### config.mk
export PLATFORM = sky130hd
export DESIGN_NAME = i2c_addr_tx
export DESIGN_NICKNAME = d
export VERILOG_FILES = /design/src/rtl/i2c_pkg.sv /design/src/rtl/i2c_byte_shifter.sv /design/src/rtl/i2c_addr_tx.sv
export SDC_FILE = /design/constraint.sdc
export NUM_CORES = 1
export LEC_CHECK = 0
export ABC_AREA = 0
export CORE_ASPECT_RATIO = 0.75
export CORE_MARGIN = 2
export CORE_UTILIZATION = 30
export DETAILED_ROUTE_END_ITERATION = 8
export GPL_TIMING_DRIVEN = 0
export PLACE_DENSITY = 0.6
export SLEW_MARGIN = 10
export SYNTH_ARGS = -nofsm -noshare
export SYNTH_HDL_FRONTEND = slang
export SYNTH_SLANG_ARGS = --single-unit
### constraint.sdc
create_clock -name clk -period 4.6 [get_ports clk]
set_input_delay 1.15 -clock clk [delete_from_list [all_inputs] [get_ports clk]]
set_output_delay 1.15 -clock clk [all_outputs]
set_load 0.02 [all_outputs]
### src/rtl/i2c_pkg.sv
// Shared I2C master definitions: address-phase FSM states and protocol constants.
package i2c_pkg;
  typedef enum logic [1:0] {IDLE, SHIFT, ACK, FIN} state_t;

  localparam logic [4:0] I2C_HDR_CODE = 5'b11110;
  localparam logic       I2C_RW_WRITE = 1'b0;
  localparam logic       I2C_RW_READ  = 1'b1;
endpackage

### src/rtl/i2c_byte_shifter.sv
// 8-bit MSB-first SDA serialiser; the step after the 8th bit releases the line for ACK.
module i2c_byte_shifter (
  input  logic       clk,
  input  logic       rst,
  input  logic       load,
  input  logic [7:0] din,
  input  logic       step,
  output logic       sda,
  output logic       sda_oe,
  output logic       byte_sent
);
  logic [7:0] shreg;
  logic [3:0] bitcnt;

  assign byte_sent = (bitcnt == 4'd8);

  // Load leaves the line as-is; the drive only changes on a step.
  always_ff @(posedge clk or negedge rst) begin
    if (!rst) begin
      shreg  <= '0;
      bitcnt <= '0;
      sda    <= 1'b1;
      sda_oe <= 1'b0;
    end else if (load) begin
      shreg  <= din;
      bitcnt <= '0;
    end else if (step) begin
      if (byte_sent) begin
        sda    <= 1'b1;
        sda_oe <= 1'b0;
      end else begin
        sda    <= shreg[7];
        sda_oe <= 1'b1;
        shreg  <= {shreg[6:0], 1'b0};
        bitcnt <= bitcnt + 4'd1;
      end
    end
  end
endmodule

### src/rtl/i2c_addr_tx.sv
// I2C address-phase transmitter: 7/10-bit address bytes, slave ACK sampling, done/nack/busy.
module i2c_addr_tx
  import i2c_pkg::*;
#(
  parameter int         ADDR_W   = 10,
  parameter logic [4:0] HDR_CODE = I2C_HDR_CODE
) (
  input  logic              clk,
  input  logic              rst,
  input  logic              go,
  input  logic [ADDR_W-1:0] addrIn,
  input  logic              rw,
  input  logic              ten_bit,
  input  logic              hdr_only,
  input  logic              abit,
  input  logic              ack_strobe,
  input  logic              iSDA,
  output logic              oSDA,
  output logic              sda_oe,
  output logic              busy,
  output logic              done,
  output logic              nack
);
  state_t     state, state_n;
  logic [9:0] a_ext;
  logic       ten_eff;
  logic [7:0] byte0, byte1_q, ld_byte;
  logic       two_q, bytecnt_q, nack_q;
  logic       ld, step, nack_set, next_ld, byte_sent;

  always_comb begin
    a_ext = '0;
    a_ext[ADDR_W-1:0] = addrIn;
  end

  assign ten_eff = (ADDR_W == 10) && ten_bit;

  // 10-bit header carries R/W only in the header-only form (after Sr).
  always_comb begin
    if (!ten_eff)     byte0 = {a_ext[6:0], rw};
    else if (hdr_only) byte0 = {HDR_CODE, a_ext[9:8], rw};
    else               byte0 = {HDR_CODE, a_ext[9:8], I2C_RW_WRITE};
  end

  always_ff @(posedge clk or negedge rst) begin
    if (!rst) state <= IDLE;
    else      state <= state_n;
  end

  always_comb begin
    state_n  = state;
    ld       = 1'b0;
    ld_byte  = byte1_q;
    step     = 1'b0;
    nack_set = 1'b0;
    next_ld  = 1'b0;
    if (go) begin
      state_n = SHIFT;
      ld      = 1'b1;
      ld_byte = byte0;
    end else begin
      case (state)
        SHIFT: if (abit) begin
          step = 1'b1;
          if (byte_sent) state_n = ACK;
        end
        ACK: if (ack_strobe) begin
          if (iSDA) begin
            nack_set = 1'b1;
            state_n  = FIN;
          end else if (two_q && !bytecnt_q) begin
            ld      = 1'b1;
            next_ld = 1'b1;
            state_n = SHIFT;
          end else begin
            state_n = FIN;
          end
        end
        FIN:     state_n = IDLE;
        default: state_n = state;
      endcase
    end
  end

  always_ff @(posedge clk or negedge rst) begin
    if (!rst) begin
      nack_q    <= 1'b0;
      byte1_q   <= '0;
      two_q     <= 1'b0;
      bytecnt_q <= 1'b0;
    end else if (go) begin
      nack_q    <= 1'b0;
      byte1_q   <= a_ext[7:0];
      two_q     <= ten_eff && !hdr_only;
      bytecnt_q <= 1'b0;
    end else begin
      if (nack_set) nack_q    <= 1'b1;
      if (next_ld)  bytecnt_q <= 1'b1;
    end
  end

  i2c_byte_shifter u_shift (
    .clk       (clk),
    .rst       (rst),
    .load      (ld),
    .din       (ld_byte),
    .step      (step),
    .sda       (oSDA),
    .sda_oe    (sda_oe),
    .byte_sent (byte_sent)
  );

  assign busy = (state == SHIFT) || (state == ACK);
  assign done = (state == FIN);
  assign nack = nack_q;
endmodule
==> impl_metrics.env <==
export IMPL_grt_start_max_net_pins=28
export IMPL_max_slew_margin_rel=0.584
export IMPL_dieHeight_um=63.8
export IMPL_min_path_type="reg2reg"
export IMPL_ys_seq_area_frac=0.474
export IMPL_synth_edf_count=0
export IMPL_cts_path_max_buffers=2
export IMPL_track_usage=0.126
export IMPL_cts_setup_buffers=0
export IMPL_grt_setup_unrepaired="false"
export IMPL_ys_async_sr_fraction=1.00
export IMPL_clock_fmax_ghz=0.354
export IMPL_drive_gt1_frac=0.151
export IMPL_n_antenna_cell=0
export IMPL_initial_core_util=0.316
export IMPL_cp_start_kind="flip-flop"
export IMPL_area_growth_syn_to_layout_pct=24.2
export IMPL_crit_slowest_cell="clkdlybuf4s50_1"
export IMPL_crit_start="state[0]"
export IMPL_worst_pin_slew_ns=0.625
export IMPL_root_buffer="clkbuf_8"
export IMPL_syn_inst=132
export IMPL_cpMostUsedCell="inv_1"
export IMPL_reg2reg_depth=6
export IMPL_die_area_sq_um=5340
export IMPL_synth_nets=156
export IMPL_worstPathCellList="inv_1, ha_1, inv_1, clkdlybuf4s50_1"
export IMPL_crit_buf_inv=3
export IMPL_drv_cap=0
export IMPL_nets=184
export IMPL_finClkSkew_ns=0.00353
export IMPL_post_drt_wl_per_cell_um=14.5
export IMPL_grt_pass1_wl_um=5300
export IMPL_io_pins=24
export IMPL_clock_latency_ns=0.27
export IMPL_dp_cells=212
export IMPL_cts_tree="built"
export IMPL_final_setup_worst_slack_ns=1.77
export IMPL_grt_pass1_vias=1116
export IMPL_reg2reg_slack_ns=2.76
export IMPL_slew_viol_final=0
export IMPL_cp_arrival_ns=1.68
export IMPL_drtIter0Drc=41
export IMPL_placed_area_sq_um=1730
export IMPL_layout_cells_non_filler=216
export IMPL_vdd_ir_drop_max_v=0.000184
export IMPL_die_w_um=83.7
export IMPL_drt_first_pass_iters=4
export IMPL_period_needed_ns=2.83
export IMPL_post_route_drc_count=0
export IMPL_critical_path_max_stage_delay_ns=0.59
export IMPL_num_vias=1101
export IMPL_synth_cell_types=37
export IMPL_period_share=0.615
export IMPL_status="finished clean"
export IMPL_place_gp_congestion=0.733
export IMPL_clkTransAtPathRegs_ns=0.09
export IMPL_place_ws_ns=1.82
export IMPL_p_leak_nw=0.752
export IMPL_routed_via_density=5.10
export IMPL_r2r_start="state[0]"
export IMPL_htree_levels=1
export IMPL_holdBufCountCts=0
export IMPL_hpwl_um=2340
export IMPL_wl_um=3140
export IMPL_r2r_end="u_shift.shreg[6]"
export IMPL_endpoint_kind="primary output"
export IMPL_powerDensity_nw_per_um2=410
export IMPL_setup_violations=0
export IMPL_yosys_warnings=0
export IMPL_synth_main_ff_cell="dfrtp_1"
export IMPL_numCtsBuffers=3
export IMPL_final_area_sq_um=1770
export IMPL_cp_depth=4
export IMPL_finalHoldViolCount=0
export IMPL_cp_required_ns=3.45
export IMPL_ys_seq_elements=27
export IMPL_antenna_found_initial=0
export IMPL_coreArea_sq_um=4520
export IMPL_cts_resized=0
export IMPL_syn_cell_area_sq_um=1430
export IMPL_synth_area_per_cell_sq_um=10.8
export IMPL_postRouteAntennaNets=0
export IMPL_io_buffer_count=23
export IMPL_critical_path_class="reg2out"
export IMPL_setup_tns_ns=0
export IMPL_endpoint="busy"
export IMPL_rows=21
export IMPL_crit_family="buffers and inverters"
export IMPL_gr_total_overflow=0
export IMPL_cts_sinks=27
export IMPL_worst_path_max_fanout=4
-- worst min path at each step --
stage | startpoint | to | slack (ns) | depth (start not counted)
5_1_grt | u_shift.shreg[3] | u_shift.shreg[4] | 0.52 | 1
2_1_floorplan | byte1_q[1] | byte1_q[1] | 0.44 | 2
3_5_place_dp | u_shift.shreg[3] | u_shift.shreg[4] | 0.48 | 1
6_report | u_shift.shreg[3] | u_shift.shreg[4] | 0.49 | 1
4_1_cts | u_shift.shreg[3] | u_shift.shreg[4] | 0.50 | 1
3_3_place_gp | byte1_q[1] | byte1_q[1] | 0.46 | 2
-- layer usage --
metal / part of all wire / up-vias / GRT usage
met4: 0.0057 / 0 / 0.0363
met3: 0.043 / 2 / 0.0323
li1: - / 529 / -
met1: 0.48 / 544 / 0.161
met5: 0 / - / 0
met2: 0.47 / 26 / 0.212
-- cell usage after synthesis, types with 3 or more instances --
| master | instances | share of area |
|---|---|---|
| dfrtp_1 | 26 | 0.46 |
| a21o_1 | 3 | 0.016 |
| nor2b_1 | 4 | 0.018 |
| ha_1 | 5 | 0.044 |
| a211oi_1 | 5 | 0.026 |
| a21oi_1 | 9 | 0.032 |
| o2bb2ai_1 | 4 | 0.025 |
| o32ai_1 | 4 | 0.025 |
| nor2_1 | 6 | 0.016 |
| buf_2 | 3 | 0.011 |
| mux2_2 | 7 | 0.055 |
| mux2i_1 | 5 | 0.035 |
| inv_1 | 9 | 0.024 |
| nand2_1 | 14 | 0.037 |
-- registers in the layout (all words and copies together) (netlist names) --
name and count:
byte1_q 8, u_shift.shreg 8, u_shift.bitcnt 4, state 2, bytecnt_q 1, nack 1
two_q 1, u_shift.sda 1, u_shift.sda_oe 1
-- cells by family (layout without fill, tap and decap cells) --
group	Yosys count	in the layout	synth area share
muxes	12	12	0.0902
xor gates and xnor gates	2	2	0.0123
and+or+nand+nor	36	36	0.141
AOI/OAI and AO/OA	35	35	0.189
DFF	27	27	0.474
adders and majority gates	5	5	0.0438
buffers and inverters	15	42	0.0499
-- worst reg2reg max path: cells and delay by family (launching register included) --
family | cells | cell delay, ns
AND/OR/NAND/NOR | 2 | 0.58
AO/OA/AOI/OAI | 2 | 0.42
buffers and inverters | 1 | 0.07
flip-flops | 1 | 0.42
adder cells (fa/ha/maj) | 1 | 0.23
-- power by group --
| part | internal (mW) | switching, mW |
|---|---|---|
| sequential | 0.284 | 0.0301 |
| combinational | 0.135 | 0.141 |
| clock | 0.0615 | 0.0754 |
| total | 0.480 | 0.247 |
-- cells in the final DEF, fill, tap and decap left out, types with 2 or more instances in the layout --
cell / n
ha_1: 5
a211oi_1: 5
clkdlybuf4s50_1: 22
mux2i_1: 5
a21oi_1: 9
mux2_2: 7
dfrtp_1: 26
and2_1: 2
nand2_1: 14
nand2b_1: 2
a21o_1: 3
inv_1: 9
o2bb2ai_1: 4
buf_2: 4
o32ai_1: 4
nor2_1: 6
clkbuf_8: 3
o21ai_0: 2
o221ai_1: 2
nor2b_1: 4
a31oi_1: 2
-- per-stage QoR --
step / hold WS (ns) / utilization / power (mW)
floorplan: 0.436 / - / 0.503
global placement: 0.458 / 0.383 / 0.586
detailed placement: 0.475 / 0.382 / 0.599
CTS: 0.496 / 0.393 / 0.741
global route: 0.521 / 0.393 / 0.781
finish: 0.488 / 0.393 / 0.727
-- layout make-up --
| class | count | area [sq um] |
|---|---|---|
| Fill cell | 440 | 2750 |
| Multi-Input combinational cell | 90 | 681 |
| Sequential cell | 27 | 677 |
| Timing Repair Buffer | 23 | 225 |
| Tap cell | 57 | 71.3 |
| Clock buffer | 3 | 41.3 |
| Buffer | 6 | 37.5 |
| Inverter | 9 | 33.8 |
| Clock inverter | 1 | 7.51 |
Power figures use the tool's default switching activity.
